**config.mk**
```make
export PLATFORM = sky130hd
export DESIGN_NAME = if_fetch_queue
export DESIGN_NICKNAME = d
export VERILOG_FILES = /design/src/rtl/if_fetch_queue.sv
export SDC_FILE = /design/constraint.sdc
export NUM_CORES = 1
export LEC_CHECK = 0
export CAP_MARGIN = 20
export CORE_MARGIN = 2
export CORE_UTILIZATION = 45
export DETAILED_ROUTE_END_ITERATION = 16
export DONT_BUFFER_PORTS = 1
export GPL_TIMING_DRIVEN = 0
export HOLD_SLACK_MARGIN = 0.15
export PLACE_DENSITY_LB_ADDON = 0.15
export SLEW_MARGIN = 20
export SYNTH_ARGS = -nofsm -noshare
export SYNTH_HDL_FRONTEND = slang
export SYNTH_SLANG_ARGS = --single-unit
```
**constraint.sdc**
```tcl
create_clock -name clk -period 8.1 [get_ports clk]
set_input_delay 0.81 -clock clk [delete_from_list [all_inputs] [get_ports clk]]
set_output_delay 0.81 -clock clk [all_outputs]
set_load 0.05 [all_outputs]
```
**src/rtl/if_fetch_queue.sv**
```systemverilog
// ---------------------------------------------------------------------------
// if_fetch_queue
//
// Instruction-fetch front end. Issues sequential fetches to a synchronous
// instruction memory (one-cycle read latency) and buffers the returned
// {PC, instruction} pairs in a small FIFO that feeds the IF/ID boundary, so
// fetch keeps running while decode is stalled. A redirect from ID/EX flushes
// the queue and any in-flight fetch and restarts fetch at the target.
//
// Ports:
//   clk            clock, rising edge
//   reset          asynchronous active-low reset (0 = reset)
//   imem_req       fetch issued this cycle
//   imem_addr      fetch address (current fetch PC)
//   imem_rdata     instruction word, valid one cycle after imem_req
//   redirect       flush + PC redirect (taken branch / jump)
//   redirect_pc    redirect target, bits [1:0] forced to 00
//   id_ready       decode accepts the head entry
//   id_valid       head entry valid
//   id_pc          PC of the head entry (0 when empty)
//   id_inst        instruction of the head entry (NOP_INST when empty)
//   q_count        number of occupied queue entries
//
// Optional feature (macro IF_FETCH_QUEUE_PERF_EN):
//   perf_flush_cnt   redirect cycles seen
//   perf_bubble_cnt  cycles where decode was ready but the queue was empty
// ---------------------------------------------------------------------------
module if_fetch_queue #(
    parameter int          DEPTH    = 4,
    parameter logic [31:0] RESET_PC = 32'h0000_0000,
    parameter logic [31:0] NOP_INST = 32'h0000_0013
) (
    input  logic                     clk,
    input  logic                     reset,
    output logic                     imem_req,
    output logic [31:0]              imem_addr,
    input  logic [31:0]              imem_rdata,
    input  logic                     redirect,
    input  logic [31:0]              redirect_pc,
    input  logic                     id_ready,
    output logic                     id_valid,
    output logic [31:0]              id_pc,
    output logic [31:0]              id_inst,
    output logic [$clog2(DEPTH):0]   q_count
`ifdef IF_FETCH_QUEUE_PERF_EN
    ,
    output logic [31:0]              perf_flush_cnt,
    output logic [31:0]              perf_bubble_cnt
`endif
);

    localparam int             AW      = $clog2(DEPTH);
    localparam int             CW      = AW + 1;
    localparam logic [CW-1:0]  DEPTH_C = CW'(DEPTH);

    logic [31:0]   fetch_pc;
    logic          inflight;
    logic [31:0]   inflight_pc;
    logic [AW-1:0] head;
    logic [AW-1:0] tail;
    logic [31:0]   pc_mem   [DEPTH];
    logic [31:0]   inst_mem [DEPTH];

    logic [CW-1:0] occupied;
    logic          issue;
    logic          push;
    logic          pop;

    // A slot is reserved for the in-flight fetch, so counting it in the
    // occupancy guarantees every response has room when it returns.
    // Redirect suppresses issue, push and pop in the same cycle.
    always_comb begin
        occupied = q_count + CW'(inflight);
        issue    = reset && !redirect && (occupied < DEPTH_C);
        push     = inflight && !redirect;
        pop      = id_valid && id_ready && !redirect;
    end

    assign imem_req  = issue;
    assign imem_addr = fetch_pc;
    assign id_valid  = (q_count != '0);
    assign id_pc     = id_valid ? pc_mem[head] : 32'h0;
    assign id_inst   = id_valid ? inst_mem[head] : NOP_INST;

    // Fetch PC and in-flight tracking. The in-flight flag only lives for the
    // single cycle in which the memory returns data for the previous issue.
    always_ff @(posedge clk or negedge reset) begin
        if (!reset) begin
            fetch_pc    <= RESET_PC;
            inflight    <= 1'b0;
            inflight_pc <= 32'h0;
        end else if (redirect) begin
            fetch_pc <= {redirect_pc[31:2], 2'b00};
            inflight <= 1'b0;
        end else if (issue) begin
            fetch_pc    <= fetch_pc + 32'd4;
            inflight    <= 1'b1;
            inflight_pc <= fetch_pc;
        end else begin
            inflight <= 1'b0;
        end
    end

    // Queue pointers and occupancy. Pointers wrap naturally because DEPTH is
    // a power of two; a redirect empties the queue in one cycle.
    always_ff @(posedge clk or negedge reset) begin
        if (!reset) begin
            head    <= '0;
            tail    <= '0;
            q_count <= '0;
        end else if (redirect) begin
            head    <= '0;
            tail    <= '0;
            q_count <= '0;
        end else begin
            if (push) begin
                tail <= tail + AW'(1);
            end
            if (pop) begin
                head <= head + AW'(1);
            end
            case ({push, pop})
                2'b10:   q_count <= q_count + CW'(1);
                2'b01:   q_count <= q_count - CW'(1);
                default: q_count <= q_count;
            endcase
        end
    end

    // Entry storage needs no reset: an entry is only visible once q_count
    // covers it, and q_count is reset.
    always_ff @(posedge clk) begin
        if (reset && push) begin
            pc_mem[tail]   <= inflight_pc;
            inst_mem[tail] <= imem_rdata;
        end
    end

`ifdef IF_FETCH_QUEUE_PERF_EN
    // Performance counters: redirect cycles and decode-starved cycles.
    always_ff @(posedge clk or negedge reset) begin
        if (!reset) begin
            perf_flush_cnt  <= 32'h0;
            perf_bubble_cnt <= 32'h0;
        end else begin
            if (redirect) begin
                perf_flush_cnt <= perf_flush_cnt + 32'd1;
            end
            if (id_ready && !id_valid) begin
                perf_bubble_cnt <= perf_bubble_cnt + 32'd1;
            end
        end
    end
`endif

endmodule

```
* Word-level counts from Yosys, hierarchy flattened
Memories as Yosys holds them, arrays and structs flattened. Index checks and enable logic that the tools add are counted.
Storage, ports and cells: output and inout port bits 101, input bits 68, word-level logic and storage cells 45, RAM bits 256, flip-flop bits (word level) 72, memories 2
Memories:
- inst_mem | depth 4, bits a word 32, read ports 1, clocked after Yosys merged registers in 0, wr ports 1, RTL line 62 | logic [31:0] inst_mem [DEPTH];
- pc_mem | depth 4, bits a word 32, read ports 1, clocked after Yosys merged registers in 0, wr ports 1, RTL line 61 | logic [31:0] pc_mem [DEPTH];
Cells by class: add/sub/neg operators 6, reductions and logical operators 13, eq/ne operators 2, order comparisons 1, bitwise operators 1, mux-type cells 14
Operators by type and width (count):
- $mux W32 | 4
- $add A32 B3 Y32 const B | 1
- $mux W2 | 4
- $logic_and A1 B1 Y1 | 6
- $pmux W3 S2 | 1
- $reduce_bool A2 Y1 | 3
- $reduce_bool A3 Y1 | 2
- $add A2 B1 Y2 const B | 2
- $mux W1 | 4
- $add A3 B1 Y3 | 1
- $add A3 B1 Y3 const B | 1
- $lt A3 B3 Y1 const B | 1
- $mux W3 | 1
- $sub A3 B1 Y3 const B | 1
- $eq A2 B1 Y1 const B | 1
- $eq A2 B2 Y1 const B | 1
- $reduce_and A2 Y1 | 1
- $logic_not A1 Y1 | 1
- $not A1 Y1 | 1

* Logic depth before layout (Yosys ltp)
Gate-level depths: netlist (run 1).
depth in word-level cells 6, depth in mapped cells 9, mapped depth without buffers 9

* Worst setup path before layout (run 1)
OpenSTA, ideal clock, no wires.
path type input to register, from input port redirect, to memory inst_mem[0][0], enable pin, cell stages on the path 3, arrival time 2.680 ns, library setup time 0.427 ns, slack 4.993 ns, data required time 7.673 ns, path buffers 1, cell sequence clkbuf_1 > nor2b_1 > and3_1
On the way: word-level cells in the longest chain between the ends 5
RTL lines:
- from (decl) | RTL line 38 | input logic redirect,
- $logic_not A1 Y1 | RTL line 75 | push = inflight && !redirect;
- $logic_and A1 B1 Y1 | RTL line 75
- $logic_and A1 B1 Y1 | RTL line 133 | if (reset && push) begin
- $mux W1 | RTL line 133
- $mux W1 (not written as such) | RTL line 135 | inst_mem[tail] <= imem_rdata;
- to (decl) | RTL line 62
Every way passes these cells.

* Final worst setup path (run 1)
from register q_count[2], to output port id_inst[30]
On the way: word-level cells in the longest chain between the ends 2
RTL lines:
- from (decl) | RTL line 44 | output logic [$clog2(DEPTH):0] q_count
- from (signal assigned) | RTL line 123 | 2'b10: q_count <= q_count + CW'(1);
- from (signal assigned) | RTL line 124 | 2'b01: q_count <= q_count - CW'(1);
- from (signal assigned) | RTL line 125 | default: q_count <= q_count;
- $reduce_bool A3 Y1 | RTL line 81 | assign id_valid = (q_count != '0);
- net id_valid | RTL line 41 | output logic id_valid,
- $mux W32 | RTL line 83 | assign id_inst = id_valid ? inst_mem[head] : NOP_INST;
- to (decl) | RTL line 43 | output logic [31:0] id_inst,
The timed path passes the listed nets, and every way through them passes these cells.

==> flow_summary.ini, run 1 <==
[outcome]
status = finished clean

[global_routing]
use_met1_pct = 24.6
grt_overflow = 0
grt_first_pass_wirelength_mm = 43.2
use_met2_pct = 30.5
busiest_layer = met2
grt_pass1_vias = 7321
grtUsageMet3_pct = 5.45
track_usage_pct = 18.7
grt_max_degree = 69
antenna_found_initial = 0

[logic_synthesis]
synth_top_flop_cell = edfxtp_1
synth_cell_types = 54
yosysTopAreaCell = edfxtp_1
synth_area_per_cell_um2 = 16.3
synthTopCellsByCount = edfxtp_1, nand2_1, dfrtp_1
synth.ff_latch_count = 316
yosysSeqAreaShare_pct = 71.1
yosys-top-cells-area = edfxtp_1, dfrtp_1, mux4_2
synthArstFlopShare_pct = 21.5
syn-cell-area_mm2 = 0.0129
synth_edf_count = 248
yosysWarnings = 0
syn_inst = 789
synth_top_area_share_pct = 57.9
yosysMostFrequentCell = edfxtp_1

[setup_path]
r2r_start = q_count[2]
endpoint_kind = primary output
crit_arrival_ns = 3.33
rrSetupSlack_ns = 4.86
cp_max_fo = 10
startpoint_type = flop
worstPathRequired_ns = 7.29
reg2reg_to = q_count[2]
reg2reg_depth = 9
critPathKind = flop to primary output

[cts]
root_buffer = clkbuf_16
cts_buffers = 34
clk_path_buf_depth = 3
cts_tree = built
cts_max_level = 2
clock_latency_ns = 0.50
numClockSinks = 316
clk_pin_slew_ns = 0.06

[routing]
drtPass1Iterations = 7
vias = 6857
ant_nets = 0
vias_per_cell = 5.55
drt_wl_total_mm = 27.4
route.detailed.drc = 0
wl_per_cell_um = 22.1
drt-initial-drc-count = 521

[pwr]
pwr-share-seq_pct = 40.7
finalPower_uw = 5290
pwr-share-comb_pct = 29.4
p_clk_share_pct = 30.0
ir_worst_vdd_mv = 0.148
internal_power_uw = 3300
power.density_mw_per_mm2 = 361
switching_share_pct = 37.6
power.switching_uw = 1990
p_leak_uw = 0.00511

[timing]
setup_ws_ns = 3.96
period_needed_ns = 4.14
final-hold-violation-count = 0
finalCritPeriodShare_pct = 51.1
fmax_mhz = 241
maxSlewHeadroom_pct = 37.3
fin_skew_ns = 0.0155
timing.hold.ws_ns = 0.197
slew_viol_final = 0
tightest_slew_ns = 0.941
finalSetupViolations = 0
rsz0062_at_grt = false
timing.setup.tns_ns = 0

[floorplan]
dieArea_mm2 = 0.0299
fp.dieH_um = 173
die_w_um = 173
start_util_pct = 46.0
rows = 61
num_io_pins = 169
coreArea_mm2 = 0.0279

[layout]
nFillCells = 2319
regArea_mm2 = 0.00915
antenna_cells = 0
area_delta_synth_final_pct = 14.1
finalInstanceArea_mm2 = 0.0147
multiInputGateArea_mm2 = 0.00352
drive_gt1_share_pct = 17.8
nets = 907

[placed_design]
place_ws_ns = 4.39
port_buffers = 0
hpwl_mm = 17.8
place_congestion = 0.879
place_area_mm2 = 0.0135

[worst_hold_path]
hp-class = input port to asynchronous set/reset pin

[run]
maxCapViolCount = 0
repair_timing:
action | in CTS | in global routing
hold buffers | 1 | 0
setup buffers | 0 | 0
resized for setup | 0 | 0
endpoints found under the hold margin | 68 | 0
cells in the final DEF, fill, tap and decap left out, drive strengths merged, types with 2 or more instances in the layout:
cell type	count
inv	8
or3	6
a21oi	6
nor4	5
nand4	8
nand3	17
o21ai	17
conb	4
clkinv	13
nand2b	10
ha	5
o211ai	6
buf	28
mux4	62
xor2	4
or2	5
a22oi	2
nand3b	4
xnor2	4
nand2	125
edfxtp	248
bufinv	5
and2	62
clkbuf	61
o311ai	7
and4	2
nor2	18
dfrtp	68
a221o	8
mux2i	5
nor3	9
nor3b	2
and3	7
nor2b	7
stage by stage:
step                      util, %  std cells
after floorplan                 -        792
after global placement       47.8       1170
after detailed placement     48.2       1174
after CTS                    52.5       1236
after global routing         52.5       1236
final                        52.5       1236
flip-flops by register name (all words and copies together) (netlist names):
signal,count
inflight,1
pc_mem,120
q_count,3
tail,2
inst_mem,128
inflight_pc,30
imem_addr,30
head,2
worst max-delay path, stage by stage (launching register included):
cell and delay, ns:
dfrtp_1 0.80, nor3_1 0.26, inv_1 0.43, clkbuf_1 0.76, and2_1 0.57
cells by family after synthesis:
| logic type | Yosys count | share of synthesized area (%) |
|---|---|---|
| simple gates | 289 | 11.7 |
| other cells | 1 | 0.0292 |
| flops | 316 | 71.1 |
| xor+xnor | 8 | 0.545 |
| buf+inv | 50 | 1.72 |
| mux | 67 | 11.3 |
| compound gates | 52 | 2.86 |
| fa+ha+maj | 6 | 0.642 |
final cells by class:
class / instances / share of cell area [%]
repair buffers: 5 / 0.938
inverters: 8 / 0.205
plain buffers: 42 / 1.31
flip-flops and latches: 316 / 62.4
clock inverters: 19 / 1.44
clock buffers: 42 / 6.51
multi-input cells: 426 / 24.0
well taps: 378 / 3.22
metal layers:
layer | vias up | wire length [um]
li1 | 3081 | -
met1 | 3508 | 11500
met2 | 233 | 13200
met3 | 35 | 2120
met4 | 0 | 490
met5 | - | 0
power by group through the flow:
| stage | Clock [uW] | Sequential, uW | Combinational (uW) |
|---|---|---|---|
| floorplan | 0 | 2130 | 1350 |
| global placement | 0 | 2180 | 1560 |
| finish | 1590 | 2150 | 1560 |
| CTS | 1620 | 2160 | 1590 |
| global route | 1690 | 2180 | 1660 |
| detailed placement | 0 | 2190 | 1570 |
worst max-delay path by stage:
stage | start | endpoint | slack [ns] | cells past startpoint
global route | q_count[2] | id_inst[30] | 3.72 | 4
CTS | q_count[2] | id_inst[30] | 3.84 | 4
detailed placement | q_count[2] | id_inst[30] | 4.39 | 4
global placement | redirect | inst_mem[0][10] | 3.65 | 3
finish | q_count[2] | id_inst[30] | 3.96 | 4
floorplan | redirect | inst_mem[0][0] | 4.99 | 3
(Power assumes the default switching activity.)
==> inputs of run 2 (changes only) <==
==> constraint.sdc (replaced) <==
create_clock -name clk -period 4.2 [get_ports clk]
set_input_delay 0.42 -clock clk [delete_from_list [all_inputs] [get_ports clk]]
set_output_delay 0.42 -clock clk [all_outputs]
set_load 0.05 [all_outputs]
==> run 2 against run 1 <==
Non-clock buffer count grew 63. Via count up 3.8%. Combinational power grew 96%. Wire length up 1.0%. Count of clock-buffer cells in the layout unchanged. First-iteration DRC count rose by 3.8%. Die area did not move. Power grew 94%. Largest power group unchanged.
==> flow_summary.ini, run 2 (same netlist as run 1, synthesis figures left out) <==
[floorplan]
num_io_pins = 169
coreArea_mm2 = 0.0279
rows = 61
start_util_pct = 46.0
die_w_um = 173
fp.dieH_um = 173
dieArea_mm2 = 0.0299

[timing]
maxSlewHeadroom_pct = 35.6
fmax_mhz = 267
finalCritPeriodShare_pct = 89.3
tightest_slew_ns = 0.966
period_needed_ns = 3.75
rsz0062_at_grt = false
fin_skew_ns = 0.0194
slew_viol_final = 0
timing.setup.tns_ns = 0
finalSetupViolations = 0
final-hold-violation-count = 0

[pwr]
finalPower_uw = 10300
power.density_mw_per_mm2 = 672
p_leak_uw = 0.00538
ir_worst_vdd_mv = 0.285

[placed_design]
place_congestion = 0.879
port_buffers = 0
hpwl_mm = 17.8

[cts]
clk_pin_slew_ns = 0.06
numClockSinks = 316
cts_setup_buffers = 0
clock_latency_ns = 0.50
cts_max_level = 2
cts_tree = built
cts_buffers = 34
root_buffer = clkbuf_16
clk_path_buf_depth = 3

[setup_path]
crit_chain = nor3_1 -> inv_1 -> clkbuf_1 -> and2_1
cp_max_fo = 10
cpMaxStageDelayCell = dfrtp_1
startpoint_type = flop
critPathKind = flop to primary output
max_stage_delay_ns = 0.80
worstPathRequired_ns = 3.78
crit_arrival_ns = 3.33
endpoint_kind = primary output

[global_routing]
use_met2_pct = 31.3
antenna_found_initial = 0
grt_first_pass_wirelength_mm = 43.9
use_met1_pct = 25.4
track_usage_pct = 18.9
grt_pass1_vias = 7556
grt_max_degree = 69
grt_overflow = 0
busiest_layer = met2
grtUsageMet3_pct = 4.31

[layout]
drive_gt1_share_pct = 16.6
regMostFlops = inst_mem
regArea_mm2 = 0.00915
nFillCells = 2282
reg.largest.list = inst_mem: 128 flops, pc_mem: 120 flops
mostFrequentLayoutCell = edfxtp_1
multiInputGateArea_mm2 = 0.00352
antenna_cells = 0
area_delta_synth_final_pct = 19.0
nets = 970
largest_register_ffs = 128
mostFrequentLayoutCells = edfxtp_1, nand2_1, dfrtp_1

[run]
maxCapViolCount = 0

[routing]
drt_wl_total_mm = 27.6
wl_per_cell_um = 21.3
vias = 7116
ant_nets = 0
vias_per_cell = 5.48
drt-initial-drc-count = 541
route.detailed.drc = 0
drtPass1Iterations = 6

[outcome]
status = finished clean

[worst_hold_path]
hp-class = input port to flop
run 2: where the power goes:
| group | total [uW] | switching (uW) | internal, uW | leakage (uW) |
|---|---|---|---|---|
| Clock | 3060 | 1150 | 1920 | 0.000568 |
| Sequential | 4150 | 453 | 3700 | 0.00310 |
| Combinational | 3060 | 2260 | 794 | 0.00171 |
run 2: worst max-delay path, delay by kind of cell (launching register included):
| kind | cells | cell delay, ns |
|---|---|---|
| buffers and inverters | 2 | 1.19 |
| flip-flops | 1 | 0.80 |
| AND/OR/NAND/NOR | 2 | 0.83 |
run 2: path summary, 6_finish.rpt:
kind	from	to	slack, ns	depth (start not counted)
setup reg to reg	q_count[2]	q_count[2]	0.97	9
max in group asynchronous	reset	inflight_pc[25]	3.44	2
hold / removal	id_ready	head[1]	0.18	3
hold reg to reg	inflight_pc[26]	pc_mem[3][26]	0.51	0
min in group asynchronous	reset	imem_addr[18]	0.48	2
setup / recovery	q_count[2]	id_inst[30]	0.45	4
run 2: final cells by class:
type	count	share of cell area [%]
Clock buffer	42	6.24
Buffer	42	1.25
Clock inverter	19	1.38
Timing Repair Buffer	68	5.02
Inverter	8	0.196
Sequential cell	316	59.8
Tap cell	378	3.09
Multi-Input combinational cell	426	23.0
run 2: metrics by stage:
step / cells / setup WS (ns) / area, um2 / hold slack, ns / utilization (%)
2_1_floorplan: 792 / 1.48 / 12900 / 0.124 / -
3_3_place_gp: 1170 / 0.136 / 13300 / 0.127 / 47.8
3_5_place_dp: 1174 / 0.880 / 13500 / 0.127 / 48.2
4_1_cts: 1299 / 0.335 / 15300 / 0.155 / 54.8
5_1_grt: 1299 / 0.208 / 15300 / 0.228 / 54.8
6_report: 1299 / 0.448 / 15300 / 0.176 / 54.8
run 2: timing repair:
| action | 4_1_cts | 5_1_grt |
|---|---|---|
| hold endpoints to repair | 226 | 0 |
| hold buffers | 64 | 0 |
| resized for setup | 0 | 0 |
run 2: routing by layer:
| metal | part of all wire (%) | vias up |
|---|---|---|
| li1 | - | 3204 |
| met4 | 1.6 | 0 |
| met5 | 0 | - |
| met3 | 6.8 | 32 |
| met1 | 42 | 3627 |
| met2 | 49 | 253 |
==> inputs of run 3 (changes only) <==
--- a/config.mk
+++ b/config.mk
@@ -8,6 +8,7 @@
 export CAP_MARGIN = 20
 export CORE_MARGIN = 2
 export CORE_UTILIZATION = 45
+export CTS_CLUSTER_SIZE = 28
 export DETAILED_ROUTE_END_ITERATION = 16
 export DONT_BUFFER_PORTS = 1
 export GPL_TIMING_DRIVEN = 0
==> results of run 3 <==
The final DEF is identical to that of run 2; final timing and power are the same.
